**config.mk**
```make
export PLATFORM = sky130hd
export DESIGN_NAME = bus_response_mux
export DESIGN_NICKNAME = d
export VERILOG_FILES = /design/src/rtl/bus_response_mux.sv
export SDC_FILE = /design/constraint.sdc
export NUM_CORES = 1
export LEC_CHECK = 0
export ABC_AREA = 1
export CORE_AREA = 2 2 125 127
export CTS_BUF_LIST = sky130_fd_sc_hd__clkbuf_8 sky130_fd_sc_hd__clkbuf_16
export DETAILED_ROUTE_END_ITERATION = 16
export DIE_AREA = 0 0 127 129
export GPL_ROUTABILITY_DRIVEN = 1
export GPL_TIMING_DRIVEN = 0
export PLACE_DENSITY = 0.74
export RECOVER_POWER = 50
export SLEW_MARGIN = 30
export SYNTH_ARGS = -nofsm -noshare
export SYNTH_HDL_FRONTEND = slang
export SYNTH_SLANG_ARGS = --single-unit
```
**constraint.sdc**
```tcl
create_clock -name clk -period 3.9 [get_ports clk]
set_input_delay 1.17 -clock clk [delete_from_list [all_inputs] [get_ports clk]]
set_output_delay 1.17 -clock clk [all_outputs]
set_load 0.03 [all_outputs]
```
**src/rtl/bus_response_mux.sv**
```systemverilog
// Response multiplexer between the CPU memory port and the device slots.
// It latches the decoder select, handshakes with one device, and returns data or an error word.
module bus_response_mux #(
   parameter int          NDEV     = 8,
   parameter int          TIMEOUT  = 255,
   parameter logic [31:0] ERR_DATA = 32'hDEADBEEF
) (
   input  logic                 clk,
   input  logic                 reset,
   input  logic                 mem_valid,
   input  logic [NDEV-1:0]      enables,
   output logic                 mem_ready,
   output logic [31:0]          mem_rdata,
   output logic                 bus_error,
   output logic [NDEV-1:0]      dev_valid,
   input  logic [NDEV-1:0]      dev_ready,
   input  logic [32*NDEV-1:0]   dev_rdata,
   output logic [7:0]           err_count
);

   localparam int TW = (TIMEOUT > 1) ? $clog2(TIMEOUT) : 1;

   typedef enum logic [1:0] {IDLE, WAIT, RESP} state_t;

   state_t          state_reg;
   logic [TW-1:0]   timer_reg;
   logic [NDEV-1:0] lowest_sel;
   logic            sel_hit;
   logic [31:0]     sel_rdata;
   logic [31:0]     masked_rdata [NDEV];

   // Two's-complement trick isolates the lowest set enable bit.
   assign lowest_sel = enables & (~enables + NDEV'(1));

   // dev_valid holds the latched one-hot select for the whole WAIT phase.
   assign sel_hit = |(dev_ready & dev_valid);

   generate
      for (genvar gi = 0; gi < NDEV; gi++) begin : g_mask
         assign masked_rdata[gi] = dev_rdata[32*gi +: 32] & {32{dev_valid[gi]}};
      end
   endgenerate

   always_comb begin
      sel_rdata = '0;
      for (int i = 0; i < NDEV; i++) begin
         sel_rdata = sel_rdata | masked_rdata[i];
      end
   end

   always_ff @(posedge clk or posedge reset) begin
      if (reset) begin
         state_reg <= IDLE;
         timer_reg <= '0;
         mem_ready <= 1'b0;
         mem_rdata <= '0;
         bus_error <= 1'b0;
         dev_valid <= '0;
         err_count <= '0;
      end else begin
         case (state_reg)
            IDLE: begin
               timer_reg <= '0;
               if (mem_valid && !mem_ready) begin
                  if (|enables) begin
                     dev_valid <= lowest_sel;
                     state_reg <= WAIT;
                  end else begin
                     mem_rdata <= ERR_DATA;
                     state_reg <= RESP;
                  end
               end
            end
            WAIT: begin
               if (!mem_valid) begin
                  // CPU abort: drop the request silently, any late ready is never looked at.
                  dev_valid <= '0;
                  timer_reg <= '0;
                  state_reg <= IDLE;
               end else if (sel_hit) begin
                  mem_rdata <= sel_rdata;
                  bus_error <= 1'b0;
                  dev_valid <= '0;
                  mem_ready <= 1'b1;
                  state_reg <= RESP;
               end else if (TIMEOUT != 0 && timer_reg == TW'(TIMEOUT - 1)) begin
                  mem_rdata <= ERR_DATA;
                  bus_error <= 1'b1;
                  dev_valid <= '0;
                  mem_ready <= 1'b1;
                  state_reg <= RESP;
               end else begin
                  timer_reg <= timer_reg + TW'(1);
               end
            end
            RESP: begin
               if (!mem_ready) begin
                  // Unmapped access arrives here one cycle early; raise the pulse now.
                  mem_ready <= 1'b1;
                  bus_error <= 1'b1;
               end else begin
                  mem_ready <= 1'b0;
                  bus_error <= 1'b0;
                  timer_reg <= '0;
                  state_reg <= IDLE;
                  if (bus_error && err_count != 8'hFF) begin
                     err_count <= err_count + 8'd1;
                  end
               end
            end
            default: state_reg <= IDLE;
         endcase
      end
   end

endmodule

```
==> results.txt <==
----------------------------------------------------
[CTS]
  Total of hold buffers inserted after clock tree synthesis ... 0
  Setup repair bufs after CTS ... 0
  Clock tree from TritonCTS ... yes
  Clock tree buffer depth ... 2
  Latest clock arrival within the worst-skew pair ... 0.33 ns
  CTS Root Cell ... sky130_fd_sc_hd__clkbuf_16
  Clock tree sinks ... 60
  Number of levels the H-tree was split into ... 3
  Number of buffers added by the clock tree synthesis step ... 9
  Post-cts sizing count ... 0
  Clock-pin slew reported for the worst setup and hold paths after clock tree synthesis ... 0.05 ns

[GRT]
  Via count of the first global-routing pass ... 6530
  Grt total ovfl ... 0
  Global-route usage over all layers ... 30.1%
  Global-route wire length before repair ... 37000 microns
  Initial antenna violation count ... 0
  Pin count of the biggest net entering global routing ... 41

[Synth]
  Post-synthesis compound-gate area fraction ... 4.97%
  Synth async-reset ratio ... 100%
  Mean cell area of the mapped netlist ... approximately 5.8 sq um
  Synth cell count leaders ... sky130_fd_sc_hd__nand2_1 (426), sky130_fd_sc_hd__nand3_1 (82), sky130_fd_sc_hd__dfrtp_1 (60), sky130_fd_sc_hd__nor2_1 (60), sky130_fd_sc_hd__nand4_1 (55)
  Mapped Area ... 4930 sq um
  Most common cell in the synthesized netlist ... sky130_fd_sc_hd__nand2_1
  Cell type with the highest aggregate area in the netlist ... sky130_fd_sc_hd__nand2_1
  Combinational family with the most area after synthesis ... simple AND/OR/NAND/NOR gates
  Post-synthesis adder-cell area fraction ... less than 1%
  Simple-Gate Fraction of Synth Area ... 55.5%
  Total of flip-flops plus latches after synthesis ... 60
  Synthesized instance count ... 850
  Share of synthesized area spent on multiplexers ... 0%
  Fraction of synthesized cell area taken by the top area cell type ... 32.4%
  Yosys Warn Count ... 0
  Synthesized-area fraction occupied by xor and xnor cells ... 0.710%
  Number of nets in the synthesized netlist ... 1128
  Number of enable flip-flop cells after synthesis ... 0
  Post-synthesis sequential area ratio ... 30.4%
  Primary FF master, synth ... sky130_fd_sc_hd__dfrtp_1
  Post-synth cell types ... 30
  Cell types with the largest area share after synthesis ... sky130_fd_sc_hd__nand2_1 (32%), sky130_fd_sc_hd__dfrtp_1 (30%), sky130_fd_sc_hd__nand3_1 (8.3%)

[Setup path]
  Endpoint arrival time on the critical path ... 3.25 ns
  Startpoint types ... primary input
  Kind of end point of the critical path ... flip-flop
  Critical setup path kind ... in -> reg
  Worst endpoint required time ... approximately 4.1 ns
  Peak fanout along the critical path ... 8

[Flow run]
  Number of maximum-capacitance constraint violations ... 0

[Floorplanning]
  Die X ... ~130 microns
  Core area ... 15000 sq um
  Initial cell density of the core ... ~33%
  Die span in y ... 129 microns
  Std cell rows ... between 40 and 50
  Boundary pin count ... 325
  Die Outline Area ... 16400 sq um

[Drt]
  Post-route ant nets ... 0
  Wirelength per Cell ... 18.6 microns
  Remaining DRCs ... 0
  Detailed-routing iteration count for the pre-antenna-repair pass ... 5
  Via/cell ratio ... roughly 5.0
  Total Routed Length ... ~26000 microns
  Violation count after the first detailed-route iteration ... 544
  Overall via count from detail_route ... 6929

[Placed design]
  Total placed cells including tap cells ... 1362
  Post-detail-place hpwl ... just under 20000 microns
  Count of buffers from port buffering ... between 300 and 400
  Global placer's final weighted congestion ... ~0.90

[STA]
  Final period utilization ... 78.0%
  Highest clock rate ... 0.329 GHz
  Final critical delay including setup and external delays ... between 3 and 4 ns
  Setup total negative slack ... 0 ns
  Transition time at the pin with the least slew margin ... 1.06 ns
  Clock Skews ... 0.00714 ns
  Number of pins exceeding their max-slew limit in the final report ... 0
  Count of endpoints failing hold in the final timing report ... 0
  Relative slew slack ... 29.1%
  Unrepaired setup endpoints after global routing ... false
  Setup-failing EPs final ... 0

[Hold path]
  Worst hold path class ... reg -> reg

[Pwr]
  Power consumption ... 4.74 mW
  Power density over the cells ... 548 nW/um^2
  Lkg Pwr ... 3.84 nW
  Worst VDD drop ... 0.317 mV

[Finish]
  # diodes ... 0
  Final cell count without fillers ... 1376
  Ratio of cells with drive above 1 in the final layout ... 3.79%
  Max reg flops ... 32
  Filler cells ... 1492
  Final-stage net count ... 1463
  Area added between synthesis and finish ... 75.4%
  Register containing the most flip-flops in the final layout ... mem_rdata

[Run status]
  Status ... finished clean

----------------------------------------------------
[layout by cell type, fill, tap and decap left out, types with 2 or more instances in the layout]
cell                              Yosys  final
sky130_fd_sc_hd__clkbuf_16            0      9
sky130_fd_sc_hd__nand3_1             82     83
sky130_fd_sc_hd__nand2_1            426    426
sky130_fd_sc_hd__a21oi_1             26     26
sky130_fd_sc_hd__nand2_2              2      2
sky130_fd_sc_hd__o21ai_1              5      5
sky130_fd_sc_hd__inv_2                6      5
sky130_fd_sc_hd__nor2_2               4      3
sky130_fd_sc_hd__clkbuf_1            39     40
sky130_fd_sc_hd__o21ai_0             10     10
sky130_fd_sc_hd__dfrtp_1             60     60
sky130_fd_sc_hd__dlygate4sd3_1        0      9
sky130_fd_sc_hd__nor2_1              60     61
sky130_fd_sc_hd__clkdlybuf4s50_1      0    314
sky130_fd_sc_hd__xor2_1               4      4
sky130_fd_sc_hd__or2_2                3      3
sky130_fd_sc_hd__clkinv_2             0      3
sky130_fd_sc_hd__ha_1                 3      3
sky130_fd_sc_hd__a21o_1               2      2
sky130_fd_sc_hd__nand4_1             55     56
sky130_fd_sc_hd__inv_1               37     38
sky130_fd_sc_hd__buf_2               12     11
sky130_fd_sc_hd__nor2_4               2      2
[critical path: stages]
cell and delay, ns:
sky130_fd_sc_hd__dlygate4sd3_1 0.53, sky130_fd_sc_hd__nand2_1 0.06, sky130_fd_sc_hd__nand2_1 0.05, sky130_fd_sc_hd__nor2_1 0.33
sky130_fd_sc_hd__nand2_1 0.42, sky130_fd_sc_hd__nand2_1 0.38, sky130_fd_sc_hd__nor2_1 0.15, sky130_fd_sc_hd__nand4_1 0.10
sky130_fd_sc_hd__nand2_1 0.07
[layout make-up]
type                       count  area, sq um  share of cell area (%)
clock inverter                 4         18.8                   0.217
clock buffer                  10          239                    2.76
sequential                    60         1500                    17.4
timing repair buffer         324         3240                    37.4
multi-input combinational    695         3040                    35.1
buffer                        52          213                    2.46
tap                          188          235                    2.72
inverter                      43          163                    1.88
[cells by family (layout without fill, tap and decap cells)]
family,after synthesis,in the layout
adders and majority gates,3,3
AOI/OAI and AO/OA,46,46
buffers and inverters,95,433
DFF,60,60
xor gates and xnor gates,4,4
and+or+nand+nor,642,642
[through the flow]
stage                     hold slack [ns]  utilization (%)  area (sq um)  setup WS (ns)
after CTS                           0.480             58.0          8680           1.12
after global routing                0.490             57.7          8650          0.674
after detailed placement            0.465             56.2          8420          0.781
after global placement              0.463             56.1          8400          0.103
final                               0.476             57.7          8650          0.859
after floorplan                     0.476                -          4930           1.25
[metal layers]
| layer | up-vias | global-route usage, % | routed length, microns |
|---|---|---|---|
| met5 | - | 0 | 0 |
| met4 | 0 | 15.5 | 1180 |
| met3 | 57 | 5.99 | 1980 |
| met2 | 322 | 50.5 | 12000 |
| met1 | 3149 | 36.9 | 10500 |
| li1 | 3401 | - | - |
[report_power, final]
part | switching [mW] | internal (mW) | total (mW) | leakage (nW)
Combinational | 2.00 | 1.07 | 3.07 | 2.93
Sequential | 0.137 | 0.840 | 0.976 | 0.771
Clock | 0.267 | 0.433 | 0.700 | 0.135
Total | 2.40 | 2.34 | 4.74 | 3.84
[worst paths after layout]
kind	startpoint	depth (start not counted)	slack (ns)	end
worst max-delay path	dev_ready[6]	9	0.86	mem_rdata[4]
worst min-delay path	mem_rdata[21]	2	0.48	mem_rdata[21]
worst max register to register	dev_valid[7]	9	1.57	mem_rdata[4]
worst min register to register	mem_rdata[21]	2	0.48	mem_rdata[21]
max in group asynchronous	reset	3	1.00	dev_valid[0]
min in group asynchronous	reset	2	1.45	err_count[3]
Power figures use the tool's default switching activity.
